`src/rtl/spi_slave_if.sv`:
```
// spi_slave_if: parallel host-side bus of the SPI responder.
//   i_tx_load    - host writes i_data_in into the TX holding register
//   i_data_in    - word to transmit
//   o_data_out   - last complete word received on MOSI
//   o_data_valid - one-cycle strobe when o_data_out updates
//   o_busy       - high while the responder is inside a CS frame
// Modports: slave (the responder), master (the host driving it).
interface spi_slave_if #(
  parameter int unsigned SPI_DATA_WIDTH = 32
);
  logic                      i_tx_load;
  logic [SPI_DATA_WIDTH-1:0] i_data_in;
  logic [SPI_DATA_WIDTH-1:0] o_data_out;
  logic                      o_data_valid;
  logic                      o_busy;

  modport slave (
    input  i_tx_load, i_data_in,
    output o_data_out, o_data_valid, o_busy
  );

  modport master (
    output i_tx_load, i_data_in,
    input  o_data_out, o_data_valid, o_busy
  );
endinterface

```
`src/rtl/spi_slave.sv`:
```
// spi_slave: SPI responder, all four CPOL/CPHA modes, SCLK/CS_n/MOSI
// oversampled on i_clock (i_clock must be >= 8x SCLK).
//   i_clock, i_reset          - system clock, synchronous active-high reset
//   i_clock_polarity/_phase   - CPOL/CPHA, latched at the start of each frame
//   host (spi_slave_if.slave) - TX load / RX word / valid / busy
//   i_spi_cs_n, i_spi_clock, i_spi_mosi - asynchronous pin inputs
//   o_spi_miso, o_spi_miso_oe - MISO data and its output enable
// Optional macro SPI_SLAVE_FRAME_ERROR_EN adds:
//   o_frame_error - one-cycle pulse when CS_n rises mid-word
//   o_tx_stale    - last loaded TX word was reused from the holding register
module spi_slave #(
  parameter int unsigned SPI_DATA_WIDTH = 32,
  parameter int unsigned SYNC_STAGES    = 2
) (
  input  logic        i_clock,
  input  logic        i_reset,
  input  logic        i_clock_polarity,
  input  logic        i_clock_phase,
  spi_slave_if.slave  host,
  input  logic        i_spi_cs_n,
  input  logic        i_spi_clock,
  input  logic        i_spi_mosi,
  output logic        o_spi_miso,
  output logic        o_spi_miso_oe
`ifdef SPI_SLAVE_FRAME_ERROR_EN
  ,
  output logic        o_frame_error,
  output logic        o_tx_stale
`endif
);
  localparam int unsigned W  = SPI_DATA_WIDTH;
  localparam int unsigned CW = $clog2(W) + 1;

  typedef enum logic {IDLE, ACTIVE} state_t;

  // Pin synchronizers; CS_n chain resets to "selected" so a frame already in
  // progress when reset is released is never mistaken for a new CS_n fall.
  logic [SYNC_STAGES-1:0] sclk_sync, cs_sync, mosi_sync;
  logic                   sclk_d, cs_d;

  always_ff @(posedge i_clock) begin
    if (i_reset) begin
      sclk_sync <= '0;
      cs_sync   <= '0;
      mosi_sync <= '0;
      sclk_d    <= 1'b0;
      cs_d      <= 1'b0;
    end else begin
      sclk_sync <= {sclk_sync[SYNC_STAGES-2:0], i_spi_clock};
      cs_sync   <= {cs_sync[SYNC_STAGES-2:0], i_spi_cs_n};
      mosi_sync <= {mosi_sync[SYNC_STAGES-2:0], i_spi_mosi};
      sclk_d    <= sclk_sync[SYNC_STAGES-1];
      cs_d      <= cs_sync[SYNC_STAGES-1];
    end
  end

  logic sclk_s, cs_s, mosi_s;
  logic sclk_rise, sclk_fall, cs_rise, cs_fall;
  assign sclk_s    = sclk_sync[SYNC_STAGES-1];
  assign cs_s      = cs_sync[SYNC_STAGES-1];
  assign mosi_s    = mosi_sync[SYNC_STAGES-1];
  assign sclk_rise = sclk_s & ~sclk_d;
  assign sclk_fall = ~sclk_s & sclk_d;
  assign cs_rise   = cs_s & ~cs_d;
  assign cs_fall   = ~cs_s & cs_d;

  state_t          state_q, state_nxt;
  logic [W-1:0]    hold_q, hold_nxt;
  logic [W-1:0]    shift_q, shift_nxt;
  logic [W-1:0]    rx_q, rx_nxt;
  logic [W-1:0]    dout_q, dout_nxt;
  logic [CW-1:0]   cnt_q, cnt_nxt;
  logic            miso_q, miso_nxt;
  logic            valid_q, valid_nxt;
  logic            cpol_q, cpol_nxt;
  logic            cpha_q, cpha_nxt;
  logic            reload_q, reload_nxt;
`ifdef SPI_SLAVE_FRAME_ERROR_EN
  logic            ferr_q, ferr_nxt;
  logic            stale_q, stale_nxt;
  logic            fresh_q, fresh_nxt;
`endif

  // Scratch for the current cycle's decisions
  logic            sample_edge, shift_edge, load_word, load_cpha;
  logic [W-1:0]    tx_word;

  // Next-state and datapath
  always_comb begin
    state_nxt  = state_q;
    hold_nxt   = hold_q;
    shift_nxt  = shift_q;
    rx_nxt     = rx_q;
    dout_nxt   = dout_q;
    cnt_nxt    = cnt_q;
    miso_nxt   = miso_q;
    valid_nxt  = 1'b0;
    cpol_nxt   = cpol_q;
    cpha_nxt   = cpha_q;
    reload_nxt = reload_q;
    load_word  = 1'b0;
    load_cpha  = cpha_q;
`ifdef SPI_SLAVE_FRAME_ERROR_EN
    ferr_nxt   = 1'b0;
    stale_nxt  = stale_q;
    fresh_nxt  = fresh_q;
`endif

    // A same-cycle i_tx_load bypasses the holding register
    tx_word = host.i_tx_load ? host.i_data_in : hold_q;
    if (host.i_tx_load) hold_nxt = host.i_data_in;

    // Sample on rising edge when CPOL==CPHA, shift on the other edge
    sample_edge = (cpol_q == cpha_q) ? sclk_rise : sclk_fall;
    shift_edge  = (cpol_q == cpha_q) ? sclk_fall : sclk_rise;

    unique case (state_q)
      IDLE: begin
        if (cs_fall) begin
          state_nxt  = ACTIVE;
          cpol_nxt   = i_clock_polarity;
          cpha_nxt   = i_clock_phase;
          cnt_nxt    = '0;
          reload_nxt = 1'b0;
          load_word  = 1'b1;
          load_cpha  = i_clock_phase;
        end
      end
      ACTIVE: begin
        if (cs_rise) begin
          // CS release wins over any coincident SCLK edge
          state_nxt  = IDLE;
          cnt_nxt    = '0;
          reload_nxt = 1'b0;
`ifdef SPI_SLAVE_FRAME_ERROR_EN
          ferr_nxt   = (cnt_q != '0);
`endif
        end else begin
          if (sample_edge) begin
            rx_nxt = {rx_q[W-2:0], mosi_s};
            if (cnt_q == CW'(W - 1)) begin
              dout_nxt  = {rx_q[W-2:0], mosi_s};
              valid_nxt = 1'b1;
              cnt_nxt   = '0;
              // CPHA=1 reloads now; CPHA=0 reloads on the next shift edge
              if (cpha_q) load_word  = 1'b1;
              else        reload_nxt = 1'b1;
            end else begin
              cnt_nxt = cnt_q + CW'(1);
            end
          end
          if (shift_edge) begin
            if (reload_q) begin
              load_word  = 1'b1;
              reload_nxt = 1'b0;
            end else begin
              miso_nxt  = shift_q[W-1];
              shift_nxt = {shift_q[W-2:0], 1'b0};
            end
          end
        end
      end
      default: state_nxt = IDLE;
    endcase

    // TX load: CPHA=0 presents the MSB immediately, CPHA=1 on the first shift edge
    if (load_word) begin
      if (load_cpha) begin
        miso_nxt  = 1'b0;
        shift_nxt = tx_word;
      end else begin
        miso_nxt  = tx_word[W-1];
        shift_nxt = {tx_word[W-2:0], 1'b0};
      end
    end

`ifdef SPI_SLAVE_FRAME_ERROR_EN
    // Stale: a load reused the holding register with no host write since the last load
    if (host.i_tx_load) begin
      stale_nxt = 1'b0;
      fresh_nxt = 1'b1;
    end else if (load_word) begin
      stale_nxt = ~fresh_q;
      fresh_nxt = 1'b0;
    end
`endif
  end

  // State and datapath registers
  always_ff @(posedge i_clock) begin
    if (i_reset) begin
      state_q  <= IDLE;
      hold_q   <= '0;
      shift_q  <= '0;
      rx_q     <= '0;
      dout_q   <= '0;
      cnt_q    <= '0;
      miso_q   <= 1'b0;
      valid_q  <= 1'b0;
      cpol_q   <= 1'b0;
      cpha_q   <= 1'b0;
      reload_q <= 1'b0;
`ifdef SPI_SLAVE_FRAME_ERROR_EN
      ferr_q   <= 1'b0;
      stale_q  <= 1'b0;
      fresh_q  <= 1'b0;
`endif
    end else begin
      state_q  <= state_nxt;
      hold_q   <= hold_nxt;
      shift_q  <= shift_nxt;
      rx_q     <= rx_nxt;
      dout_q   <= dout_nxt;
      cnt_q    <= cnt_nxt;
      miso_q   <= miso_nxt;
      valid_q  <= valid_nxt;
      cpol_q   <= cpol_nxt;
      cpha_q   <= cpha_nxt;
      reload_q <= reload_nxt;
`ifdef SPI_SLAVE_FRAME_ERROR_EN
      ferr_q   <= ferr_nxt;
      stale_q  <= stale_nxt;
      fresh_q  <= fresh_nxt;
`endif
    end
  end

  assign host.o_data_out   = dout_q;
  assign host.o_data_valid = valid_q;
  assign host.o_busy       = (state_q == ACTIVE);
  assign o_spi_miso        = miso_q;
  assign o_spi_miso_oe     = (state_q == ACTIVE);
`ifdef SPI_SLAVE_FRAME_ERROR_EN
  assign o_frame_error     = ferr_q;
  assign o_tx_stale        = stale_q;
`endif
endmodule

```
`src/flat_wrapper.sv`:
```
// flat-port wrapper written by rule: the top's interface ports become plain ports
module spi_slave_flat 
#(
  parameter int unsigned SPI_DATA_WIDTH = 32,
  parameter int unsigned SYNC_STAGES    = 2
)
  (i_clock, i_reset, i_clock_polarity, i_clock_phase, i_spi_cs_n, i_spi_clock, i_spi_mosi, o_spi_miso, o_spi_miso_oe, host_i_tx_load, host_i_data_in, host_o_data_out, host_o_data_valid, host_o_busy);
  spi_slave_if #(.SPI_DATA_WIDTH(SPI_DATA_WIDTH)) host_i ();
  input  logic i_clock;
  input  logic i_reset;
  input  logic i_clock_polarity;
  input  logic i_clock_phase;
  input  logic i_spi_cs_n;
  input  logic i_spi_clock;
  input  logic i_spi_mosi;
  output logic o_spi_miso;
  output logic o_spi_miso_oe;
  input wire logic [$bits(host_i.i_tx_load)-1:0] host_i_tx_load;
  input wire logic [$bits(host_i.i_data_in)-1:0] host_i_data_in;
  output wire logic [$bits(host_i.o_data_out)-1:0] host_o_data_out;
  output wire logic [$bits(host_i.o_data_valid)-1:0] host_o_data_valid;
  output wire logic [$bits(host_i.o_busy)-1:0] host_o_busy;
  assign host_i.i_tx_load = host_i_tx_load;
  assign host_i.i_data_in = host_i_data_in;
  assign host_o_data_out = host_i.o_data_out;
  assign host_o_data_valid = host_i.o_data_valid;
  assign host_o_busy = host_i.o_busy;
  spi_slave #(.SPI_DATA_WIDTH(SPI_DATA_WIDTH), .SYNC_STAGES(SYNC_STAGES)) u_core (.i_clock(i_clock), .i_reset(i_reset), .i_clock_polarity(i_clock_polarity), .i_clock_phase(i_clock_phase), .host(host_i), .i_spi_cs_n(i_spi_cs_n), .i_spi_clock(i_spi_clock), .i_spi_mosi(i_spi_mosi), .o_spi_miso(o_spi_miso), .o_spi_miso_oe(o_spi_miso_oe));
endmodule
```
`config.mk`:
```
export PLATFORM = sky130hd
export DESIGN_NAME = spi_slave_flat
export DESIGN_NICKNAME = d
export VERILOG_FILES = /design/src/rtl/spi_slave_if.sv /design/src/rtl/spi_slave.sv /design/src/flat_wrapper.sv
export SDC_FILE = /design/constraint.sdc
export NUM_CORES = 1
export LEC_CHECK = 0
export BUFFER_PORTS_ARGS = -buffer_cell sky130_fd_sc_hd__buf_2
export CORE_MARGIN = 1
export CORE_UTILIZATION = 30
export DETAILED_ROUTE_END_ITERATION = 12
export GPL_TIMING_DRIVEN = 0
export HOLD_SLACK_MARGIN = 0.02
export MAX_ROUTING_LAYER = met4
export PLACE_DENSITY = 0.51
export RECOVER_POWER = 50
export SLEW_MARGIN = 10
export SYNTH_ARGS = -nofsm -noshare
export SYNTH_HDL_FRONTEND = slang
export SYNTH_SLANG_ARGS = --single-unit
export TNS_END_PERCENT = 1
```
`constraint.sdc`:
```
create_clock -name i_clock -period 2.1 [get_ports i_clock]
set_input_delay 0.315 -clock i_clock [delete_from_list [all_inputs] [get_ports i_clock]]
set_output_delay 0.315 -clock i_clock [all_outputs]
set_load 0.02 [all_outputs]
```
### Word level (Yosys, flattened, before mapping)

Index checks and enable logic that the tools add are counted.

* flip-flop bits (word level): 147
* bits of input ports: 40
* output and inout bits: 36

* add/subtract/negate cells: 1
* eq/ne operators: 6
* multiplexer cells: 41
* bitwise gates (word level): 11
* reduce and logical (&&, ||, !) cells: 8

Operator list (number)
* 32-bit 2-to-1 mux: 7
* 1-bit 2-to-1 mux: 26
* 6-bit 2-to-1 mux: 4
* 6-bit case mux with 2 select lines: 1
* 4-bit AND reduction: 2
* 1-bit inverter: 7
* 6-bit by 1-bit adder with 6-bit output (second input constant): 1
* 6-bit by 5-bit == test with 1-bit output (second input constant): 1
* 1-bit case mux with 2 select lines: 3
* 1-bit bitwise AND: 4
* 2-bit inequality test (second input constant): 2
* 2-bit AND reduction: 2
* 2-bit nonzero test: 2
* 4-bit OR reduction: 1
* 3-bit by 2-bit inequality test with 1-bit output (second input constant): 1
* 3-bit AND reduction: 1
* 2-bit by 1-bit inequality test with 1-bit output (second input constant): 1
* 1-bit == test: 1

### Longest topological paths before layout

Gate-level depths: netlist (run 1).

* depth in word-level cells: 10
* gate-level depth with buffers: 8
* mapped depth without buffers: 6

### Worst setup path after synthesis (run 1)

OpenSTA, ideal clock, no wires.

* kind: reg-to-reg
* from: reg u_core.state_q (netlist: u_core.host.o_busy)
* to: reg u_core.shift_q[8]
* arrival: 1904 ps
* required time: 1979 ps
* slack: 75 ps
* stages on the path, launching flop included: 8
* buffers on the path: 2
* period minus slack after synthesis: 2025 ps
* cell sequence: dfxtp_1 > or3b_1 > buf_6 > mux2i_4 > buf_8 > mux4_1 > a21oi_1 > nor3_2

* cells in the longest elaborated chain, start to end: 4
* elaborated cells between the ends (all ways): 10
* classes of those cells: 2 x eq/ne; 4 x mux; 1 x bitwise; 3 x reduce/logical

Ends and longest elaborated chain
* start: declaration: line spi_slave.sv:67 `state_t state_q, state_nxt;`
* start signal: assignment: line spi_slave.sv:209 `state_q <= state_nxt;`
* 1-bit inverter: line spi_slave.sv:117 `unique case (state_q)`
* 1-bit case mux with 2 select lines: line spi_slave.sv:117
* 2-bit inequality test (no line) / 2-bit nonzero test (equally long branches)
* 4-bit AND reduction (no line)
* end signal: assignment: line spi_slave.sv:211 `shift_q <= shift_nxt;`
* end: declaration: line spi_slave.sv:69 `logic [W-1:0] shift_q, shift_nxt;`

Several ways; a longest one is shown, not always the timed one.
A chain may end at the register's enable or synchronous reset.

### Final worst setup path (run 1)

* from: reg u_core.cpha_q
* to: reg u_core.shift_q[13]

* cells in the longest elaborated chain, start to end: 9
* elaborated cells between the ends (all ways): 19
* classes of those cells: 3 x eq/ne; 13 x mux; 3 x reduce/logical

Ends and longest elaborated chain
* start: declaration: line spi_slave.sv:76 `logic cpha_q, cpha_nxt;`
* start signal: assignment: line spi_slave.sv:218 `cpha_q <= cpha_nxt;`
* 1-bit 2-to-1 mux / 1-bit == test (equally long branches): line spi_slave.sv:146, spi_slave.sv:114, spi_slave.sv:115
* 1-bit 2-to-1 mux (on tied branches): line spi_slave.sv:141, spi_slave.sv:114
* 1-bit 2-to-1 mux: line spi_slave.sv:139 `if (sample_edge) begin`
* 1-bit 2-to-1 mux: line spi_slave.sv:153 `if (reload_q) begin`
* 1-bit 2-to-1 mux: line spi_slave.sv:152 `if (shift_edge) begin`
* 1-bit 2-to-1 mux: line spi_slave.sv:130 `if (cs_rise) begin`
* 1-bit case mux with 2 select lines: line spi_slave.sv:117
* 2-bit inequality test (no line) / 2-bit nonzero test (equally long branches)
* 4-bit AND reduction (no line)

Several ways; a longest one is shown, not always the timed one.

==> impl_metrics.env, run 1 <==
export IMPL_status="finished with violations"
export IMPL_violations="DRC"
export IMPL_place_area_um2=7480
export IMPL_fmax_mhz=491.6
export IMPL_via_per_inst=4.988
export IMPL_antenna_found_initial=1
export IMPL_timing_final_hold_violations=0
export IMPL_cts_htree_levels=4
export IMPL_wl_um=16670
export IMPL_seq_power_share_pct=46.2
export IMPL_worst_pin_slew_ps=768.6
export IMPL_drv_cap=0
export IMPL_drt_iter0_markers=304
export IMPL_comb_power_share_pct=7.7
export IMPL_endpoint_kind="flop"
export IMPL_arrival_ps=2340
export IMPL_row_count=54
export IMPL_synthFlopType="dfxtp_1"
export IMPL_yosysSeqAreaShare_pct=43.51
export IMPL_cts_tree="built"
export IMPL_rsz0062_at_grt="yes"
export IMPL_switchingPower_uw=1607
export IMPL_skew_ps=9.633
export IMPL_fin_crit_ps=2034
export IMPL_wl_per_cell_um=15.37
export IMPL_dieArea_um2=23150
export IMPL_path_max_fanout=10
export IMPL_path_class="flop to flop"
export IMPL_fillers=2251
export IMPL_cp_endpoint="u_core.shift_q[13]"
export IMPL_cts_sinks=147
export IMPL_r2r_start="u_core.cpha_q"
export IMPL_ir_drop_v=0.0005394
export IMPL_reg2reg_depth=6
export IMPL_clock_latency_ps=430
export IMPL_core_area_um2=21960
export IMPL_placedCellCount=1050
export IMPL_avgSynthCellArea_um2=9.704
export IMPL_setup_viol=0
export IMPL_ys_ff_latch=147
export IMPL_grt_use_total_pct=15.47
export IMPL_grt_use_met3_pct=3.840
export IMPL_power_density_nw_per_um2=764.2
export IMPL_switching_share_pct=25.87
export IMPL_clock_path_buffers=2
export IMPL_slew_viol_final=0
export IMPL_synth_edf_count=0
export IMPL_die_x_um=152.2
export IMPL_leakage_uw=0.002902
export IMPL_synthCells=697
export IMPL_slew_headroom_pct=48.76
export IMPL_hp_class="input port to flop"
export IMPL_grt_first_pass_wirelength_um=27800
export IMPL_async_flop_share_pct=0
export IMPL_clkPwrFrac_pct=46.0
export IMPL_syn2layout_area_growth_pct=20.20
export IMPL_required_ps=2410
export IMPL_numCtsBuffers=17
export IMPL_syn_num_nets=738
export IMPL_design_area_um2=8130
export IMPL_cts_hold_buf=0
export IMPL_post_route_period_util_pct=96.86
export IMPL_internal_power_uw=4606
export IMPL_initial_core_util_pct=30.80
export IMPL_route_detailed_drc=2
export IMPL_met2_usage_pct=22.05
export IMPL_place_port_buffers=73
export IMPL_synth_area_um2=6764
export IMPL_place_hpwl_um=11570
export IMPL_place_gp_congestion=0.7675
export IMPL_synth_cell_types=47
export IMPL_grt_use_met1_pct=21.24
export IMPL_die_height_um=152.2
export IMPL_stdcell_count=1084
export IMPL_yosys_warnings=0
export IMPL_clockRootBuffer="clkbuf_16"
export IMPL_rrSetupSlack_ps=70
export IMPL_first_pass_iters=9
export IMPL_vias=5407
export IMPL_grt_max_degree=17
export IMPL_worstReg2RegEnd="u_core.shift_q[13]"
export IMPL_ant_nets=0
export IMPL_fin_nets=831
export IMPL_cts_reportedPaths_clkPinSlew_ps=70
export IMPL_top_usage_layer="met2"
export IMPL_drive_gt1_share_pct=20.30
export IMPL_grt_overflow=0
export IMPL_start_kind="flop"
export IMPL_grt_pass1_vias=5278
export IMPL_ioPinCount=76
export IMPL_critPathLaunch="u_core.cpha_q"
-- power by group through the flow --
stage / sequential [µW] / clock, µW / combinational [µW]
global placement: 2940 / 0 / 463
floorplan: 2920 / 0 / 333
finish: 2870 / 2860 / 480
global route: 2880 / 3080 / 529
detailed placement: 2940 / 0 / 465
CTS: 2870 / 2930 / 473
-- flip-flops by register name, summed over array words and instances (netlist names) --
| signal | count |
|---|---|
| u_core.cnt_q | 6 |
| u_core.cpha_q | 1 |
| u_core.cpol_q | 1 |
| u_core.cs_d | 1 |
| u_core.cs_sync | 2 |
| u_core.hold_q | 32 |
| u_core.host.o_busy | 1 |
| u_core.host.o_data_out | 32 |
| u_core.host.o_data_valid | 1 |
| u_core.mosi_sync | 2 |
| u_core.o_spi_miso | 1 |
| u_core.reload_q | 1 |
| u_core.rx_q | 31 |
| u_core.sclk_d | 1 |
| u_core.sclk_sync | 2 |
| u_core.shift_q | 32 |
-- layout make-up --
type / instances / area (µm²) / area share [%]
antenna: 1 / 2.502 / 0.03078
timing repair buffer: 75 / 361.6 / 4.448
buffer: 58 / 356.6 / 4.386
sequential: 147 / 2949 / 36.27
tap: 280 / 350.3 / 4.309
inverter: 4 / 15.01 / 0.1847
multi-input combinational: 487 / 3547 / 43.63
clock buffer: 18 / 429.2 / 5.279
clock inverter: 14 / 118.9 / 1.462
-- critical path: stages, from the launching register on --
cell and delay [ps]:
dfxtp_2 370, xnor2_4 330, mux2_4 380, a32o_1 310
buf_2 220, nor3_1 240, nor3_2 60
-- through the flow --
step / hold slack [ps] / util (%) / setup slack [ps] / power (µW) / setup TNS (ps)
after floorplan: 413.8 / - / 75.08 / 3257 / 0
after global placement: 427.6 / 34.06 / -268.9 / 3399 / -8294
after detailed placement: 432.3 / 34.06 / -280.7 / 3400 / -8039
after CTS: 105.7 / 36.83 / -3.522 / 6276 / -3.522
after global routing: 105.7 / 37.03 / -41.08 / 6491 / -582.7
final: 115.5 / 37.03 / 66.00 / 6213 / 0
-- cells in the final DEF (no fill, tap or decap), types with 6 or more instances in the layout --
cell type    n
nand2_1    133
mux4_2       9
nor3_1      36
inv_6        7
nor3_2      27
clkbuf_16   17
dfxtp_1    144
o221ai_1    31
mux4_1      22
buf_2       46
nor2_1      44
buf_6        6
clkbuf_1    63
a21oi_2     14
clkbuf_2     6
mux2i_1     35
a21oi_1     84
nor2b_1      9
-- cells in the mapped netlist (all sizes together), types with 2 or more instances --
master / n / area, µm²
a32o: 2 / 20.02
nor3: 64 / 445.4
xnor2: 6 / 60.06
dfxtp: 147 / 2943
nor2: 44 / 165.2
nor2b: 9 / 56.30
mux4: 31 / 795.8
inv: 3 / 11.26
nand2: 133 / 499.2
o221ai: 31 / 271.5
buf: 27 / 186.4
nand3b: 2 / 15.01
a2111oi: 2 / 20.02
a21oi: 98 / 490.5
mux2i: 39 / 406.6
o21ai: 4 / 20.01
nor3b: 2 / 15.01
mux2: 2 / 30.03
clkbuf: 32 / 150.1
nand3: 2 / 10.01
a211oi: 2 / 15.01
-- worst min-delay path by stage --
stage	start	endpoint	depth (start not counted)
floorplan	u_core.cs_sync[0]	u_core.cs_sync[1]	1
global placement	u_core.cs_sync[0]	u_core.cs_sync[1]	1
detailed placement	u_core.cs_sync[0]	u_core.cs_sync[1]	1
CTS	i_spi_clock	u_core.sclk_sync[0]	2
global route	i_spi_mosi	u_core.mosi_sync[0]	2
finish	i_spi_clock	u_core.sclk_sync[0]	2
-- cell families (layout without fill, tap and decap cells) --
family | Yosys count | after routing | synth area share (%)
simple gates | 261 | 261 | 18.35
flops | 147 | 147 | 43.51
compound gates | 146 | 146 | 13.50
mux | 72 | 72 | 18.22
buf+inv | 63 | 169 | 5.198
xor+xnor | 6 | 6 | 0.8879
fa+ha+maj | 2 | 2 | 0.3329
other cells | 0 | 1 | 0
-- routing by layer --
layer  vias up  part of all wire (%)
met3        16                   4.3
met5         -                     0
met4         0                   1.2
li1       2728                     -
met2        98                    43
met1      2565                    51
-- timing repair --
item,CTS,global route
resized for setup,5,34
buffers inserted,2,0
pin swaps,0,1
endpoints found under the setup margin,71,75
hold endpoints to repair,0,0
(Power assumes the default switching activity.)
==> run 2: changes to the inputs <==
==> constraint.sdc (replaced) <==
create_clock -name i_clock -period 2.23 [get_ports i_clock]
set_input_delay 0.3345 -clock i_clock [delete_from_list [all_inputs] [get_ports i_clock]]
set_output_delay 0.3345 -clock i_clock [all_outputs]
set_load 0.02 [all_outputs]
==> run 2 against run 1 <==
  * The flow still finishes with violations (DRC)
  * Via count is 0.13% lower
  * Worst hold slack gained 16 ps
  * Clock-buffer cell count is the same
  * Combinational power decreased by 8.3%
  * Total power is 5.9% lower
  * Sequential power decreased by 6%
  * Register-to-register slack improved by 90 ps
  * Global-route usage is essentially flat
  * Critical path depth stayed put
  * Critical endpoint is now u_core.shift_q[23]
==> impl_metrics.env, run 2 (synthesis gave the netlist of run 1 again) <==
export IMPL_grt_first_pass_wirelength_um=27810
export IMPL_rsz0062_at_grt="no"
export IMPL_via_per_inst=4.977
export IMPL_post_route_period_util_pct=92.96
export IMPL_antenna_found_initial=1
export IMPL_path_cells="xnor2_4 -> mux2i_2 -> a32o_1 -> buf_2 -> nor3_1 -> nor3_1"
export IMPL_place_hpwl_um=11570
export IMPL_grt_max_degree=17
export IMPL_skew_ps=9.362
export IMPL_leakage_uw=0.002914
export IMPL_dieArea_um2=23150
export IMPL_fillers=2262
export IMPL_multi_input_area_um2=3488
export IMPL_holdWs_ps=131.4
export IMPL_worst_path_buf_inv=1
export IMPL_route_detailed_drc=2
export IMPL_status="finished with violations"
export IMPL_cts_sinks=147
export IMPL_worst_pin_slew_ps=780.4
export IMPL_path_class="flop to flop"
export IMPL_power_uw=5850
export IMPL_cts_reportedPaths_clkPinSlew_ps=70
export IMPL_fmax_mhz=482.4
export IMPL_cts_tree="built"
export IMPL_core_area_um2=21960
export IMPL_endpoint_kind="flop"
export IMPL_ff_latch_area_um2=2945
export IMPL_start_kind="flop"
export IMPL_cpMostUsedCell="nor3_1"
export IMPL_drt_iter0_markers=300
export IMPL_ioPinCount=76
export IMPL_place_port_buffers=73
export IMPL_hp_class="input port to flop"
export IMPL_grt_pass1_vias=5280
export IMPL_power_density_nw_per_um2=726.9
export IMPL_die_height_um=152.2
export IMPL_vias=5400
export IMPL_first_pass_iters=9
export IMPL_totalNegativeSetupSlack_ps=0
export IMPL_fin_nets=832
export IMPL_drive_gt1_share_pct=17.41
export IMPL_clockRootBuffer="clkbuf_16"
export IMPL_numCtsBuffers=17
export IMPL_cts_hold_buf=0
export IMPL_path_max_fanout=10
export IMPL_utilization_pct=36.65
export IMPL_setup_viol=0
export IMPL_die_x_um=152.2
export IMPL_wl_um=16540
export IMPL_place_area_um2=7480
export IMPL_crit_slowest_cell="dfxtp_1"
export IMPL_required_ps=2580
export IMPL_clock_latency_ps=430
export IMPL_syn2layout_area_growth_pct=18.98
export IMPL_slew_viol_final=0
export IMPL_cts_htree_levels=4
export IMPL_fin_crit_ps=2073
export IMPL_final_common_cell="dfxtp_1"
export IMPL_ant_nets=0
export IMPL_timing_final_hold_violations=0
export IMPL_drv_cap=0
export IMPL_initial_core_util_pct=30.80
export IMPL_arrival_ps=2430
export IMPL_cp_top_family="flip-flops"
export IMPL_design_area_um2=8048
export IMPL_wl_per_cell_um=15.24
export IMPL_final_cell_mix="145 x dfxtp_1, 133 x nand2_1, 98 x a21oi_1, 66 x clkbuf_1, 50 x buf_2"
export IMPL_ir_drop_v=0.0005144
export IMPL_row_count=54
export IMPL_grt_use_total_pct=15.47
export IMPL_max_stage_delay_ps=520
export IMPL_violations="DRC"
export IMPL_place_gp_congestion=0.7675
export IMPL_grt_overflow=0
export IMPL_slew_headroom_pct=47.97
export IMPL_clock_path_buffers=2
==> run 2: final cells by class <==
cell class / count / area share [%]
well taps: 280 / 4.353
diodes: 1 / 0.03109
clock buffers: 18 / 5.333
clock inverters: 14 / 1.477
plain buffers: 59 / 4.182
inverters: 4 / 0.1866
flip-flops and latches: 147 / 36.60
repair buffers: 75 / 4.493
multi-input cells: 487 / 43.35
==> run 2: worst paths after layout <==
path | to | start | depth (start not counted) | slack, ps
setup / recovery | u_core.shift_q[23] | u_core.cpha_q | 6 | 160
hold / removal | u_core.sclk_sync[0] | i_spi_clock | 2 | 130
setup reg to reg | u_core.shift_q[23] | u_core.cpha_q | 6 | 160
hold reg to reg | u_core.cs_sync[1] | u_core.cs_sync[0] | 1 | 440
==> run 2: per-stage QoR <==
step                cells  worst slack [ps]
floorplan             697             205.1
global placement     1050            -138.9
detailed placement   1050            -150.7
CTS                  1084             65.80
global route         1085            0.7938
finish               1085             156.9
==> run 2: layer usage <==
metal  track usage [%]  routed length [µm]  part of all wire [%]
met5                 -                   0                     0
met4             5.102                 220                   1.3
met3             3.840                 729                   4.4
met2             22.05                7086                    43
met1             21.25                8500                    51
==> run 2: timing repair <==
item                                   in CTS  in global routing
setup endpoints to repair                  30                 74
resized for setup                           2                 10
setup buffers                               2                  0
endpoints found under the hold margin       0                  0
==> run 2: where the power goes <==
| group | total, µW | internal, µW | switching (µW) |
|---|---|---|---|
| clock network | 2700 | 1450 | 1250 |
| registers | 2710 | 2670 | 33.8 |
| logic | 440 | 209 | 232 |
==> run 3: changes to the inputs <==
--- a/config.mk
+++ b/config.mk
@@ -13,7 +13,6 @@
 export HOLD_SLACK_MARGIN = 0.02
 export MAX_ROUTING_LAYER = met4
 export PLACE_DENSITY = 0.51
-export RECOVER_POWER = 50
 export SLEW_MARGIN = 10
 export SYNTH_ARGS = -nofsm -noshare
 export SYNTH_HDL_FRONTEND = slang
==> run 3 against run 2 <==
  * The run still ends with DRC left
  * Core utilization rose by 0.23 points
  * Worst hold slack barely moved
  * Combinational power barely moved
  * Sequential cell count did not move
  * Cell area rose by 0.62%
  * Clock skew barely moved
  * Routed wire length fell by 0.38%
  * Total power barely moved
  * Critical endpoint unchanged
  * Largest cell class unchanged
  * Largest power group unchanged
==> impl_metrics.env, run 3 (synthesis gave the netlist of run 1 again) <==
export IMPL_required_ps=2590
export IMPL_fin_crit_ps=2064
export IMPL_final_common_cell="dfxtp_1"
export IMPL_place_port_buffers=73
export IMPL_comb_power_share_pct=7.5
export IMPL_vias=5408
export IMPL_path_max_fanout=10
export IMPL_first_pass_iters=9
export IMPL_ff_latch_area_um2=2945
export IMPL_timing_final_hold_violations=0
export IMPL_slew_viol_final=0
export IMPL_slew_headroom_pct=56.63
export IMPL_core_area_um2=21960
export IMPL_power_density_nw_per_um2=722.0
export IMPL_place_hpwl_um=11570
export IMPL_cts_reportedPaths_clkPinSlew_ps=70
export IMPL_route_detailed_drc=2
export IMPL_cts_sinks=147
export IMPL_hold_start="i_spi_clock"
export IMPL_wl_um=16470
export IMPL_row_count=54
export IMPL_ioPinCount=76
export IMPL_switchingPower_uw=1512
export IMPL_grt_first_pass_wirelength_um=27810
export IMPL_fillers=2257
export IMPL_drv_cap=0
export IMPL_grt_overflow=0
export IMPL_via_per_inst=4.984
export IMPL_hp_class="input port to flop"
export IMPL_status="finished with violations"
export IMPL_leakage_uw=0.003081
export IMPL_drt_iter0_markers=283
export IMPL_path_class="flop to flop"
export IMPL_seq_power_share_pct=46.3
export IMPL_placedCellCount=1050
export IMPL_stdcell_count=1085
export IMPL_pre_cts_slack_ps=-150.7
export IMPL_arrival_ps=2420
export IMPL_switching_share_pct=25.87
export IMPL_drive_gt1_share_pct=22.26
export IMPL_totalNegativeSetupSlack_ps=0
export IMPL_place_gp_congestion=0.7675
export IMPL_critPathLaunch="u_core.cpha_q"
export IMPL_start_kind="flop"
export IMPL_utilization_pct=36.88
export IMPL_cts_hold_buf=0
export IMPL_grt_pass1_vias=5280
export IMPL_violations="DRC"
export IMPL_endpoint_kind="flop"
export IMPL_final_cell_mix="145 x dfxtp_1, 133 x nand2_1, 98 x a21oi_1, 90 x buf_2, 44 x nor2_1"
export IMPL_initial_core_util_pct=30.80
export IMPL_wl_per_cell_um=15.18
export IMPL_fin_ws_ps=165.8
export IMPL_fmax_mhz=484.4
export IMPL_clockRootBuffer="clkbuf_16"
export IMPL_cts_tree="built"
export IMPL_r2r_start="u_core.cpha_q"
export IMPL_post_route_period_util_pct=92.57
export IMPL_internal_power_uw=4335
export IMPL_skew_ps=9.169
export IMPL_rsz0062_at_grt="no"
export IMPL_die_x_um=152.2
export IMPL_cts_htree_levels=4
export IMPL_holdWs_ps=131.5
export IMPL_setup_viol=0
export IMPL_worst_pin_slew_ps=650.5
export IMPL_numCtsBuffers=17
export IMPL_fin_nets=832
export IMPL_syn2layout_area_growth_pct=19.72
export IMPL_ant_nets=0
export IMPL_antenna_found_initial=1
export IMPL_die_height_um=152.2
export IMPL_clock_path_buffers=2
export IMPL_clock_latency_ps=430
export IMPL_grt_use_total_pct=15.47
export IMPL_dieArea_um2=23150
export IMPL_ir_drop_v=0.0005145
export IMPL_clkPwrFrac_pct=46.2
export IMPL_multi_input_area_um2=3490
export IMPL_grt_max_degree=17
## run 3: changes by cell type in the layout (fill, tap and decap cells not counted), sizes merged
cell,before,now
clkbuf,91,50
buf,61,102
## run 3: path summary, 6_finish.rpt
kind / end / slack (ps) / cells after the start
worst max register to register: u_core.shift_q[23] / 170 / 6
worst min register to register: u_core.cs_sync[1] / 440 / 1
worst min-delay path: u_core.sclk_sync[0] / 130 / 2
worst max-delay path: u_core.shift_q[23] / 170 / 6
## run 3: routing by layer
layer  up-vias  global-route usage (%)  part of all wire (%)
met3        19                   3.840                   4.2
met1      2559                   21.25                    51
li1       2737                       -                     -
met5         -                       -                     0
met4         0                   5.102                   1.3
met2        93                   22.05                    43
## run 3: through the flow
step | cell area, µm² | total power [µW]
6_report | 8098 | 5847
5_1_grt | 8098 | 6102
4_1_cts | 8074 | 5909
3_5_place_dp | 7480 | 3202
3_3_place_gp | 7480 | 3200
2_1_floorplan | 6764 | 3068
## run 3: cell type report
type,instances,share of cell area [%]
Antenna cell,1,0.03090
Buffer,59,4.218
Clock buffer,18,5.300
Clock inverter,14,1.468
Inverter,4,0.1854
Multi-Input combinational cell,487,43.09
Sequential cell,147,36.37
Tap cell,280,4.326
Timing Repair Buffer,75,5.006
## run 3: worst max-delay path: stages (launching register included)
cell,delay [ps]
dfxtp_1,520
xnor2_4,220
mux2i_2,370
a32o_1,320
buf_2,330
nor3_1,90
nor3_1,140
## run 3: timing repair
action / in CTS / in global routing
endpoints found under the setup margin: 30 / 74
gates resized for setup: 2 / 10
setup buffers: 2 / 0
## run 3: power groups by stage
stage | logic (µW) | registers [µW] | clock network [µW]
floorplan | 313 | 2750 | 0
global placement | 436 | 2760 | 0
detailed placement | 438 | 2760 | 0
CTS | 444 | 2700 | 2760
global route | 487 | 2710 | 2900
finish | 441 | 2710 | 2700
